$ cat src/rtl/dcache_port_arbiter_pkg.sv
// Shared encodings for the two-master Dcache port arbiter: FSM states,
// arbitration modes and requester identifiers.
package dcache_port_arbiter_pkg;

  typedef enum logic [1:0] {
    ST_IDLE  = 2'd0,
    ST_ISSUE = 2'd1,
    ST_WAIT  = 2'd2
  } state_t;

  localparam int ARB_RR    = 0;
  localparam int ARB_FIXED = 1;

  localparam logic M0 = 1'b0;
  localparam logic M1 = 1'b1;

endpackage

$ cat src/rtl/dcache_rr_pick.sv
// Combinational winner selection between the two requesters, either
// round-robin against the previous grant or fixed priority with M0 first.
module dcache_rr_pick
  import dcache_port_arbiter_pkg::*;
#(
  parameter int ARB_MODE = ARB_RR
) (
  input  logic [1:0] req,
  input  logic       last_grant,
  output logic       any,
  output logic       winner
);

  always_comb begin
    any    = |req;
    winner = M0;
    case (req)
      2'b10:   winner = M1;
      // Tie: fixed mode favours M0, round-robin favours whoever did not go last.
      2'b11:   winner = (ARB_MODE == ARB_FIXED) ? M0 : ~last_grant;
      default: winner = M0;
    endcase
  end

endmodule

$ cat src/rtl/dcache_port_arbiter.sv
// Shares one registered Dcache request port between two masters, holding each
// request through stalls and steering read data back to the issuing master.
module dcache_port_arbiter
  import dcache_port_arbiter_pkg::*;
#(
  parameter int ADDR_W   = 32,
  parameter int DATA_W   = 32,
  parameter int ARB_MODE = ARB_RR
) (
  input  logic                clk,
  input  logic                rst,
  input  logic                m0_req,
  input  logic                m0_we,
  input  logic [ADDR_W-1:0]   m0_addr,
  input  logic [DATA_W-1:0]   m0_wdata,
  input  logic [DATA_W/8-1:0] m0_wsel,
  output logic                m0_gnt,
  output logic                m0_rvalid,
  output logic [DATA_W-1:0]   m0_rdata,
  input  logic                m1_req,
  input  logic                m1_we,
  input  logic [ADDR_W-1:0]   m1_addr,
  input  logic [DATA_W-1:0]   m1_wdata,
  input  logic [DATA_W/8-1:0] m1_wsel,
  output logic                m1_gnt,
  output logic                m1_rvalid,
  output logic [DATA_W-1:0]   m1_rdata,
  input  logic [DATA_W-1:0]   dcache_data_i,
  input  logic                dcache_stall_i,
  output logic [ADDR_W-1:0]   dcache_raddr_o,
  output logic [ADDR_W-1:0]   dcache_waddr_o,
  output logic [DATA_W-1:0]   dcache_wdata_o,
  output logic                dcache_wreq_o,
  output logic                dcache_rreq_o,
  output logic [DATA_W/8-1:0] dcache_wsel_o
);

  localparam int SEL_W = DATA_W / 8;

  state_t state;
  logic   last_grant;
  logic   owner;
  logic   any;
  logic   winner;

  logic              sel_we;
  logic [ADDR_W-1:0] sel_addr;
  logic [DATA_W-1:0] sel_wdata;
  logic [SEL_W-1:0]  sel_wsel;

  dcache_rr_pick #(
    .ARB_MODE (ARB_MODE)
  ) u_pick (
    .req        ({m1_req, m0_req}),
    .last_grant (last_grant),
    .any        (any),
    .winner     (winner)
  );

  always_comb begin
    sel_we    = m0_we;
    sel_addr  = m0_addr;
    sel_wdata = m0_wdata;
    sel_wsel  = m0_wsel;
    if (winner == M1) begin
      sel_we    = m1_we;
      sel_addr  = m1_addr;
      sel_wdata = m1_wdata;
      sel_wsel  = m1_wsel;
    end
  end

  always_ff @(posedge clk) begin
    if (rst) begin
      state          <= ST_IDLE;
      last_grant     <= M1;
      owner          <= M0;
      m0_gnt         <= 1'b0;
      m1_gnt         <= 1'b0;
      m0_rvalid      <= 1'b0;
      m1_rvalid      <= 1'b0;
      m0_rdata       <= '0;
      m1_rdata       <= '0;
      dcache_raddr_o <= '0;
      dcache_waddr_o <= '0;
      dcache_wdata_o <= '0;
      dcache_wreq_o  <= 1'b0;
      dcache_rreq_o  <= 1'b0;
      dcache_wsel_o  <= '0;
    end else begin
      m0_gnt    <= 1'b0;
      m1_gnt    <= 1'b0;
      m0_rvalid <= 1'b0;
      m1_rvalid <= 1'b0;
      case (state)
        ST_IDLE: begin
          if (any) begin
            if (sel_we) begin
              dcache_waddr_o <= sel_addr;
              dcache_wdata_o <= sel_wdata;
              dcache_wsel_o  <= sel_wsel;
              dcache_wreq_o  <= 1'b1;
            end else begin
              dcache_raddr_o <= sel_addr;
              dcache_wsel_o  <= '1;
              dcache_rreq_o  <= 1'b1;
            end
            m0_gnt     <= (winner == M0);
            m1_gnt     <= (winner == M1);
            last_grant <= winner;
            owner      <= winner;
            state      <= ST_ISSUE;
          end
        end
        ST_ISSUE: begin
          // The request strobe itself remembers whether this was a write.
          if (!dcache_stall_i) begin
            dcache_wreq_o <= 1'b0;
            dcache_rreq_o <= 1'b0;
            state         <= dcache_wreq_o ? ST_IDLE : ST_WAIT;
          end
        end
        ST_WAIT: begin
          if (!dcache_stall_i) begin
            if (owner == M0) begin
              m0_rdata  <= dcache_data_i;
              m0_rvalid <= 1'b1;
            end else begin
              m1_rdata  <= dcache_data_i;
              m1_rvalid <= 1'b1;
            end
            state <= ST_IDLE;
          end
        end
        default: state <= ST_IDLE;
      endcase
    end
  end

endmodule

$ cat config.mk
export PLATFORM = sky130hd
export DESIGN_NAME = dcache_port_arbiter
export DESIGN_NICKNAME = d
export VERILOG_FILES = /design/src/rtl/dcache_port_arbiter_pkg.sv /design/src/rtl/dcache_rr_pick.sv /design/src/rtl/dcache_port_arbiter.sv
export SDC_FILE = /design/constraint.sdc
export NUM_CORES = 1
export LEC_CHECK = 0
export BUFFER_PORTS_ARGS = -buffer_cell sky130_fd_sc_hd__buf_2
export CAP_MARGIN = 0
export CORE_MARGIN = 3
export CORE_UTILIZATION = 48
export CTS_CLUSTER_DIAMETER = 60
export CTS_CLUSTER_SIZE = 24
export DETAILED_ROUTE_END_ITERATION = 8
export GPL_ROUTABILITY_DRIVEN = 0
export HOLD_SLACK_MARGIN = 0.06
export PLACE_DENSITY_LB_ADDON = 0.12
export SETUP_SLACK_MARGIN = 0.2
export SKIP_CTS_REPAIR_TIMING = 1
export SLEW_MARGIN = 15
export SYNTH_ARGS = -nofsm -noshare
export SYNTH_HDL_FRONTEND = slang
export SYNTH_SLANG_ARGS = --single-unit
$ cat constraint.sdc
create_clock -name clk -period 2.3 [get_ports clk]
set_clock_uncertainty 0.15 [all_clocks]
set_input_delay 0.46 -clock clk [delete_from_list [all_inputs] [get_ports clk]]
set_output_delay 0.46 -clock clk [all_outputs]
set_load 0.01 [all_outputs]
==> Implementation_results.wiki, run 1 <==
{| class="wikitable"
! Metric !! Value
|-
| Setup violations, final || 0
|-
| Area of the multi-input gates || 3770 sq um
|-
| Initial antenna violation count || 3
|-
| Result of the run || completed
|-
| Fraction of registers with async set/reset || 0%
|-
| Overflow after GRT || 0
|-
| Reg-to-reg critical path startpoint || state[1]$_SDFFE_PP0P_
|-
| Clock-pin slew reported for the worst setup and hold paths after clock tree synthesis || 0.07 ns
|-
| Arrival time reported for the critical path endpoint || 2.01 ns
|-
| Detailed Place HPWL || 17300 microns
|-
| Standard-cell rows || 46
|-
| Worst-case headroom to the max-slew limit || 70.3%
|-
| Total number of yosys warnings || 0
|-
| Final total negative setup slack || 0 ns
|-
| Portion of total power attributed to the clock network || 37.4%
|-
| Worst hold path startpoint || dcache_data_i[19]
|-
| Sinks on the clock net || 174
|-
| Number of unique standard cell types used by synthesis || 28
|-
| Number of nets produced by synthesis || 1137
|-
| Clk_lat worst skew || 0.42 ns
|-
| Switching fraction of total power || 29.2%
|-
| Buffer levels on the longest clock path || 2
|-
| Final critical-path share of the clock period || 78.4%
|-
| Number of top-level design ports || 345
|-
| Die span in x || 134 microns
|-
| LEAKAGE || 4.43 nW
|-
| Placed cell count || 1452
|-
| Final net count || 1430
|-
| Worst ir drop on vdd || 0.565 mV
|-
| Setup repair after global routing missed its margin || false
|-
| Leading cell type in the layout, fill and taps excluded || sky130_fd_sc_hd__buf_2
|-
| Crit path time final || 1.80 ns
|-
| Global-route wire length before repair || 39600 microns
|-
| Sequential cell fraction of total power || 43.0%
|-
| Core box area || 15900 sq um
|-
| Standard cell with the maximum stage delay on the critical path || sky130_fd_sc_hd__dfxtp_1
|-
| Maximum cell stage delay along the critical path || 0.40 ns
|-
| Power density over the cells || 746 nW/um^2
|-
| DRC violation count after routing || 0
|-
| TritonCTS clock tree || done
|-
| Highest-count cells in the layout ignoring fill and taps || sky130_fd_sc_hd__buf_2, sky130_fd_sc_hd__nand2_1, sky130_fd_sc_hd__dfxtp_1, sky130_fd_sc_hd__a21oi_1, sky130_fd_sc_hd__nand3b_1
|-
| Depth of the CTS H-tree || 4
|-
| CP Launch Type || register
|-
| Routed WL per cell || 17.1 microns
|-
| Filler Cell Count || 1426
|-
| Number of flip-flops and latches in the synthesized netlist || 174
|-
| GR Util All Layers || 27.3%
|-
| Worst Tran Pin Value || 0.446 ns
|-
| Data required time at the worst endpoint || 2.51 ns
|-
| Vias after detailed routing || 8044
|-
| Synthesized netlist cell count || 962
|-
| Maximum frequency from static timing analysis || 0.555 GHz
|-
| # port buffers || 344
|-
| Area taken by flip-flops and latches || 3480 sq um
|-
| Internal portion of total power || 5.53 mW
|-
| Number of CTS-inserted buffers || 17
|-
| Primary FF master, synth || sky130_fd_sc_hd__dfxtp_1
|-
| Sequence of cells on the critical path || nor3b_1 -> nor2b_2 -> buf_4 -> nand2_1 -> a21oi_1
|-
| First element of the critical path || state[1]$_SDFFE_PP0P_
|-
| First-pass iteration count of the detailed router || 7
|-
| Sequential fraction of the synthesis area || 44.4%
|-
| Final hold violations || 0
|-
| Routed wire length || 25400 microns
|-
| Switching power summed over all nets || 2.28 mW
|-
| Vias per Instance || 5.41
|-
| Setup crit end kind || register
|-
| Clock root buffer master || sky130_fd_sc_hd__clkbuf_16
|-
| Layout cell share with drive strength beyond 1 || 34.7%
|-
| Worst Hold Class || in2reg
|-
| Number of global-route vias before repair || 7507
|-
| Layout-stage area growth over the synthesis result || 33.3%
|-
| Count of flip-flops with a built-in enable after synthesis || 0
|-
| Combinational fraction of design power || 19.6%
|-
| Effective utilization at floorplan || 49.3%
|-
| Count of placed standard cells in the final layout, fillers left out || 1486
|-
| DIE AREA || 17900 sq um
|-
| Avg Cell Area, Syn || 8.16 sq um
|-
| Final Max Slew Viols || 0
|-
| Max-capacitance violation count || 0
|-
| Largest net degree at the start of global routing || 103
|-
| Number of DRC violations after detailed-routing iteration 0 || 384
|-
| Die extent in y || 134 microns
|-
| Number of routed nets with antenna violations || 0
|-
| Area of the mapped netlist || 7850 sq um
|-
| Fraction of the core area covered by cells at the end of the flow || 65.6%
|-
| Critical path type || reg2reg
|-
| Peak fanout along the critical path || 32
|}
metal layers:
layer | routed length [microns] | track usage, % | vias up | part of all wire, %
met1 | 10500 | 34.5 | 3729 | 41
met2 | 11900 | 44.1 | 344 | 47
met3 | 2100 | 7.84 | 60 | 8.2
met5 | 11 | 0 | - | 0.043
met4 | 876 | 11.1 | 2 | 3.4
li1 | - | - | 3909 | -
logic make-up after synthesis:
family	after synthesis	share of synthesized area [%]
AO/OA/AOI/OAI	272	23.7
flip-flops	174	44.4
AND/OR/NAND/NOR	355	23.6
buffers and inverters	160	8.17
multiplexers	1	0.127
through the flow:
| stage | hold WS [ns] | cell area, sq um | setup slack (ns) | power [mW] |
|---|---|---|---|---|
| after floorplan | 0.316 | 7850 | 0.402 | 4.27 |
| after global placement | 0.289 | 9860 | 0.251 | 4.93 |
| after detailed placement | 0.291 | 9860 | 0.217 | 4.95 |
| after CTS | 0.113 | 10500 | 0.496 | 7.86 |
| after global routing | 0.123 | 10500 | 0.375 | 8.15 |
| final | 0.132 | 10500 | 0.497 | 7.81 |
power by group through the flow:
stage	Combinational [mW]	Clock, mW	Sequential, mW
2_1_floorplan	0.762	0	3.51
3_3_place_gp	1.51	0	3.42
3_5_place_dp	1.53	0	3.42
4_1_cts	1.54	2.97	3.35
5_1_grt	1.67	3.10	3.38
6_report	1.53	2.92	3.36
sequential cells by signal, indices dropped and copies added (netlist names):
register and cells:
m1_rvalid 1, dcache_wsel_o 4, m0_gnt 1, m1_gnt 1, dcache_wreq_o 1, m0_rvalid 1
dcache_waddr_o 32, dcache_rreq_o 1, owner 1, dcache_raddr_o 32, m0_rdata 32, last_grant 1
dcache_wdata_o 32, m1_rdata 32, state 2
cells in the mapped netlist (2+ instances only):
cell	count	share of area [%]
sky130_fd_sc_hd__a311oi_2	30	5.7
sky130_fd_sc_hd__buf_2	15	0.96
sky130_fd_sc_hd__buf_1	5	0.24
sky130_fd_sc_hd__nor3_1	2	0.13
sky130_fd_sc_hd__dfxtp_1	174	44
sky130_fd_sc_hd__a311oi_1	6	0.67
sky130_fd_sc_hd__and2_1	2	0.16
sky130_fd_sc_hd__nor2_1	8	0.38
sky130_fd_sc_hd__a211oi_1	64	6.1
sky130_fd_sc_hd__inv_1	64	3.1
sky130_fd_sc_hd__nand2b_1	2	0.16
sky130_fd_sc_hd__clkbuf_1	73	3.5
sky130_fd_sc_hd__a21oi_1	165	11
sky130_fd_sc_hd__nand3b_1	132	13
sky130_fd_sc_hd__nand2_1	205	9.8
sky130_fd_sc_hd__buf_6	3	0.43
layout make-up:
class / count / area share (%)
well taps: 216 / 2.58
clock inverters: 14 / 1.51
multi-input cells: 628 / 36.0
flip-flops and latches: 174 / 33.3
diodes: 2 / 0.0478
clock buffers: 18 / 4.20
repair buffers: 370 / 20.0
inverters: 64 / 2.30
path summary, 6_finish.rpt:
kind | slack (ns) | cells after the start | to
setup / recovery | 0.50 | 5 | m0_rdata[27]$_SDFFE_PP0P_
hold / removal | 0.13 | 3 | m0_rdata[19]$_SDFFE_PP0P_
setup reg to reg | 0.50 | 5 | m0_rdata[27]$_SDFFE_PP0P_
hold reg to reg | 0.30 | 2 | m0_rdata[22]$_SDFFE_PP0P_
critical path: cells and delay by family (launching register included):
| family | cells | cell delay, ns |
|---|---|---|
| AO/OA/AOI/OAI | 1 | 0.13 |
| buffers and inverters | 1 | 0.34 |
| flip-flops | 1 | 0.40 |
| AND/OR/NAND/NOR | 3 | 0.72 |
Note: power is estimated with default switching activity, not from simulation.
==> run 2: changes to the inputs <==
--- a/config.mk
+++ b/config.mk
@@ -8,7 +8,7 @@
 export BUFFER_PORTS_ARGS = -buffer_cell sky130_fd_sc_hd__buf_2
 export CAP_MARGIN = 0
 export CORE_MARGIN = 3
-export CORE_UTILIZATION = 48
+export CORE_UTILIZATION = 43
 export CTS_CLUSTER_DIAMETER = 60
 export CTS_CLUSTER_SIZE = 24
 export DETAILED_ROUTE_END_ITERATION = 8
==> constraint.sdc (replaced) <==
create_clock -name clk -period 1.6 [get_ports clk]
set_clock_uncertainty 0.15 [all_clocks]
set_input_delay 0.32 -clock clk [delete_from_list [all_inputs] [get_ports clk]]
set_output_delay 0.32 -clock clk [all_outputs]
set_load 0.01 [all_outputs]
==> Implementation_results.wiki, run 2 (synthesis results as in run 1) <==
{| class="wikitable"
! Metric !! Value
|-
| Layout cell share with drive strength beyond 1 || 55.5% (+21 points)
|-
| Overflow after GRT || 0 (unchanged)
|-
| Highest-count cells in the layout ignoring fill and taps || sky130_fd_sc_hd__buf_2, sky130_fd_sc_hd__nand2_1, sky130_fd_sc_hd__nand3b_1, sky130_fd_sc_hd__a21oi_1, sky130_fd_sc_hd__dfxtp_2
|-
| Final critical-path share of the clock period || 108% (+29 points)
|-
| Placed instance area || 10200 sq um (+3.3%)
|-
| Clock-pin slew reported for the worst setup and hold paths after clock tree synthesis || 0.07 ns (about the same)
|-
| Routed wire length || 32700 microns (+28%)
|-
| Worst Hold Class || in2reg
|-
| Final Max Slew Viols || 0 (unchanged)
|-
| Initial antenna violation count || 0 (-3)
|-
| Final hold violations || 0 (unchanged)
|-
| GR Util All Layers || 24.6% (-2.7 points)
|-
| Layout-stage area growth over the synthesis result || 73.5%
|-
| Number of DRC violations after detailed-routing iteration 0 || 489 (+27%)
|-
| Maximum frequency from static timing analysis || 0.580 GHz (+4.5%)
|-
| DRC violation count after routing || 0 (unchanged)
|-
| Depth of the CTS H-tree || 4 (unchanged)
|-
| Die span in x || 141 microns (+5.4%)
|-
| Number of global-route vias before repair || 7548 (+0.55%)
|-
| Data required time at the worst endpoint || 1.74 ns (-0.77 ns)
|-
| Power density over the cells || 908 nW/um^2 (+22%)
|-
| CP Launch Type || register
|-
| Crit path time final || 1.73 ns (-0.0777 ns)
|-
| Number of CTS-inserted buffers || 17 (unchanged)
|-
| Number of top-level design ports || 345 (unchanged)
|-
| Largest net degree at the start of global routing || 65 (-37%)
|-
| Routed WL per cell || 20.0 microns (+17%)
|-
| Result of the run || complete, but fails checks
|-
| Peak fanout along the critical path || 13 (-59%)
|-
| Violated checks || setup timing
|-
| Sequence of cells on the critical path || a21boi_4 -> mux2i_4 -> buf_12 -> and2_4 -> buf_12 -> a311oi_2
|-
| Worst ir drop on vdd || 0.847 mV (+50%)
|-
| Clock root buffer master || sky130_fd_sc_hd__clkbuf_16
|-
| Sinks on the clock net || 174 (unchanged)
|-
| # port buffers || 344 (unchanged)
|-
| First-pass iteration count of the detailed router || 7 (unchanged)
|-
| Final total negative setup slack || -10.58 ns (-10.58 ns)
|-
| Core box area || 17600 sq um (+10%)
|-
| Worst-case headroom to the max-slew limit || 68.2% (-2.1 points)
|-
| Number of routed nets with antenna violations || 0 (unchanged)
|-
| Post-route worst hold slack || 0.0515 ns (-0.0802 ns)
|-
| Arrival time reported for the critical path endpoint || 1.86 ns (-0.15 ns)
|-
| TritonCTS clock tree || done
|-
| Die extent in y || 141 microns (+5.4%)
|-
| Maximum cell stage delay along the critical path || 0.34 ns (-0.06 ns)
|-
| Critical Path Most Common Cell || sky130_fd_sc_hd__buf_12
|-
| Setup crit end kind || register
|-
| Effective utilization at floorplan || 44.6% (-4.6 points)
|-
| Standard cell with the maximum stage delay on the critical path || sky130_fd_sc_hd__dfxtp_2
|-
| Clk_lat worst skew || 0.42 ns (about the same)
|-
| Total non-filler cell area in the finished layout || 13600 sq um (+30%)
|-
| N_diodes || 0 (-2)
|-
| Final net count || 1570 (+9.8%)
|-
| Crit path max-delay family || flip-flops
|-
| Leading cell type in the layout, fill and taps excluded || sky130_fd_sc_hd__buf_2
|-
| Buffer and inverter count on the worst path || 2 (+1)
|-
| Critical path type || reg2reg
|-
| LEAKAGE || 5.87 nW (+32%)
|-
| Global-route wire length before repair || 39800 microns (+0.70%)
|-
| Vias after detailed routing || 9171 (+14%)
|-
| Standard-cell rows || 48 (+4.3%)
|-
| DIE AREA || 19900 sq um (+11%)
|-
| Setup violations, final || 153 (+153)
|-
| Setup repair after global routing missed its margin || true
|-
| Max-capacitance violation count || 0 (unchanged)
|-
| Detailed Place HPWL || 18000 microns (+4.1%)
|-
| Buffer levels on the longest clock path || 2 (unchanged)
|-
| Filler Cell Count || 1179 (-17%)
|-
| Worst Setup Slack, final || -0.125 ns (-0.622 ns)
|-
| Vias per Instance || 5.62 (+3.8%)
|-
| Worst Tran Pin Value || 0.478 ns (+0.0318 ns)
|}
-- run 2: cell count changes in the layout (fill, tap and decap cells not counted), moves of 24 or more --
cell                            change
sky130_fd_sc_hd__dlygate4sd3_1     +87
sky130_fd_sc_hd__buf_4             +24
sky130_fd_sc_hd__nand2_1           -57
sky130_fd_sc_hd__a21oi_1           -57
sky130_fd_sc_hd__a21oi_2           +57
sky130_fd_sc_hd__a211oi_1          -64
sky130_fd_sc_hd__buf_2             -42
sky130_fd_sc_hd__dfxtp_1          -100
sky130_fd_sc_hd__dfxtp_2           +97
sky130_fd_sc_hd__nand2_4           +48
sky130_fd_sc_hd__a211oi_2          +64
sky130_fd_sc_hd__buf_6             +35
-- run 2: where the power goes --
part	internal, mW	total [mW]	switching, mW
Sequential	4.69	4.90	0.203
Clock	2.44	4.27	1.82
Combinational	1.54	3.21	1.67
-- run 2: cell type report --
class | count | area [sq um] | area share, %
multi-input combinational | 628 | 4780 | 35.1
clock buffer | 21 | 470 | 3.45
sequential | 174 | 3620 | 26.5
timing repair buffer | 510 | 4100 | 30.1
inverter | 64 | 240 | 1.76
tap | 225 | 282 | 2.07
clock inverter | 10 | 130 | 0.955
-- run 2: layer usage --
metal | vias to the layer above | routed length, microns | global-route usage [%]
li1 | 4187 | - | -
met1 | 4388 | 12000 | 31.3
met2 | 490 | 16600 | 40.7
met3 | 106 | 2670 | 6.31
met4 | 0 | 1370 | 8.36
met5 | - | 0 | 0
-- run 2: path summary, 6_finish.rpt --
check / startpoint / to / slack, ns / depth (start not counted)
setup / recovery: last_grant$_SDFFE_PP1N_ / dcache_raddr_o[5]$_SDFFE_PP0P_ / -0.13 / 6
hold / removal: m0_addr[9] / dcache_raddr_o[9]$_SDFFE_PP0P_ / 0.05 / 3
setup reg to reg: last_grant$_SDFFE_PP1N_ / dcache_raddr_o[5]$_SDFFE_PP0P_ / -0.13 / 6
hold reg to reg: m1_rdata[4]$_SDFFE_PP0P_ / m1_rdata[4]$_SDFFE_PP0P_ / 0.31 / 2
-- run 2: per-stage QoR --
step	instances	utilization [%]	total power [mW]	setup slack [ns]
after CTS	1511	61.3	11.5	-0.164
after global placement	1480	57.9	7.24	-0.217
after detailed placement	1480	57.9	7.25	-0.270
after floorplan	962	-	6.23	-0.0342
after global routing	1632	77.4	12.8	-0.211
final	1632	77.4	12.4	-0.125
-- run 2: worst register-to-register path: stages (launching register included) --
cell and delay (ns):
sky130_fd_sc_hd__dfxtp_2 0.34, sky130_fd_sc_hd__a21boi_4 0.22, sky130_fd_sc_hd__mux2i_4 0.30, sky130_fd_sc_hd__buf_12 0.14, sky130_fd_sc_hd__and2_4 0.19, sky130_fd_sc_hd__buf_12 0.16, sky130_fd_sc_hd__a311oi_2 0.10
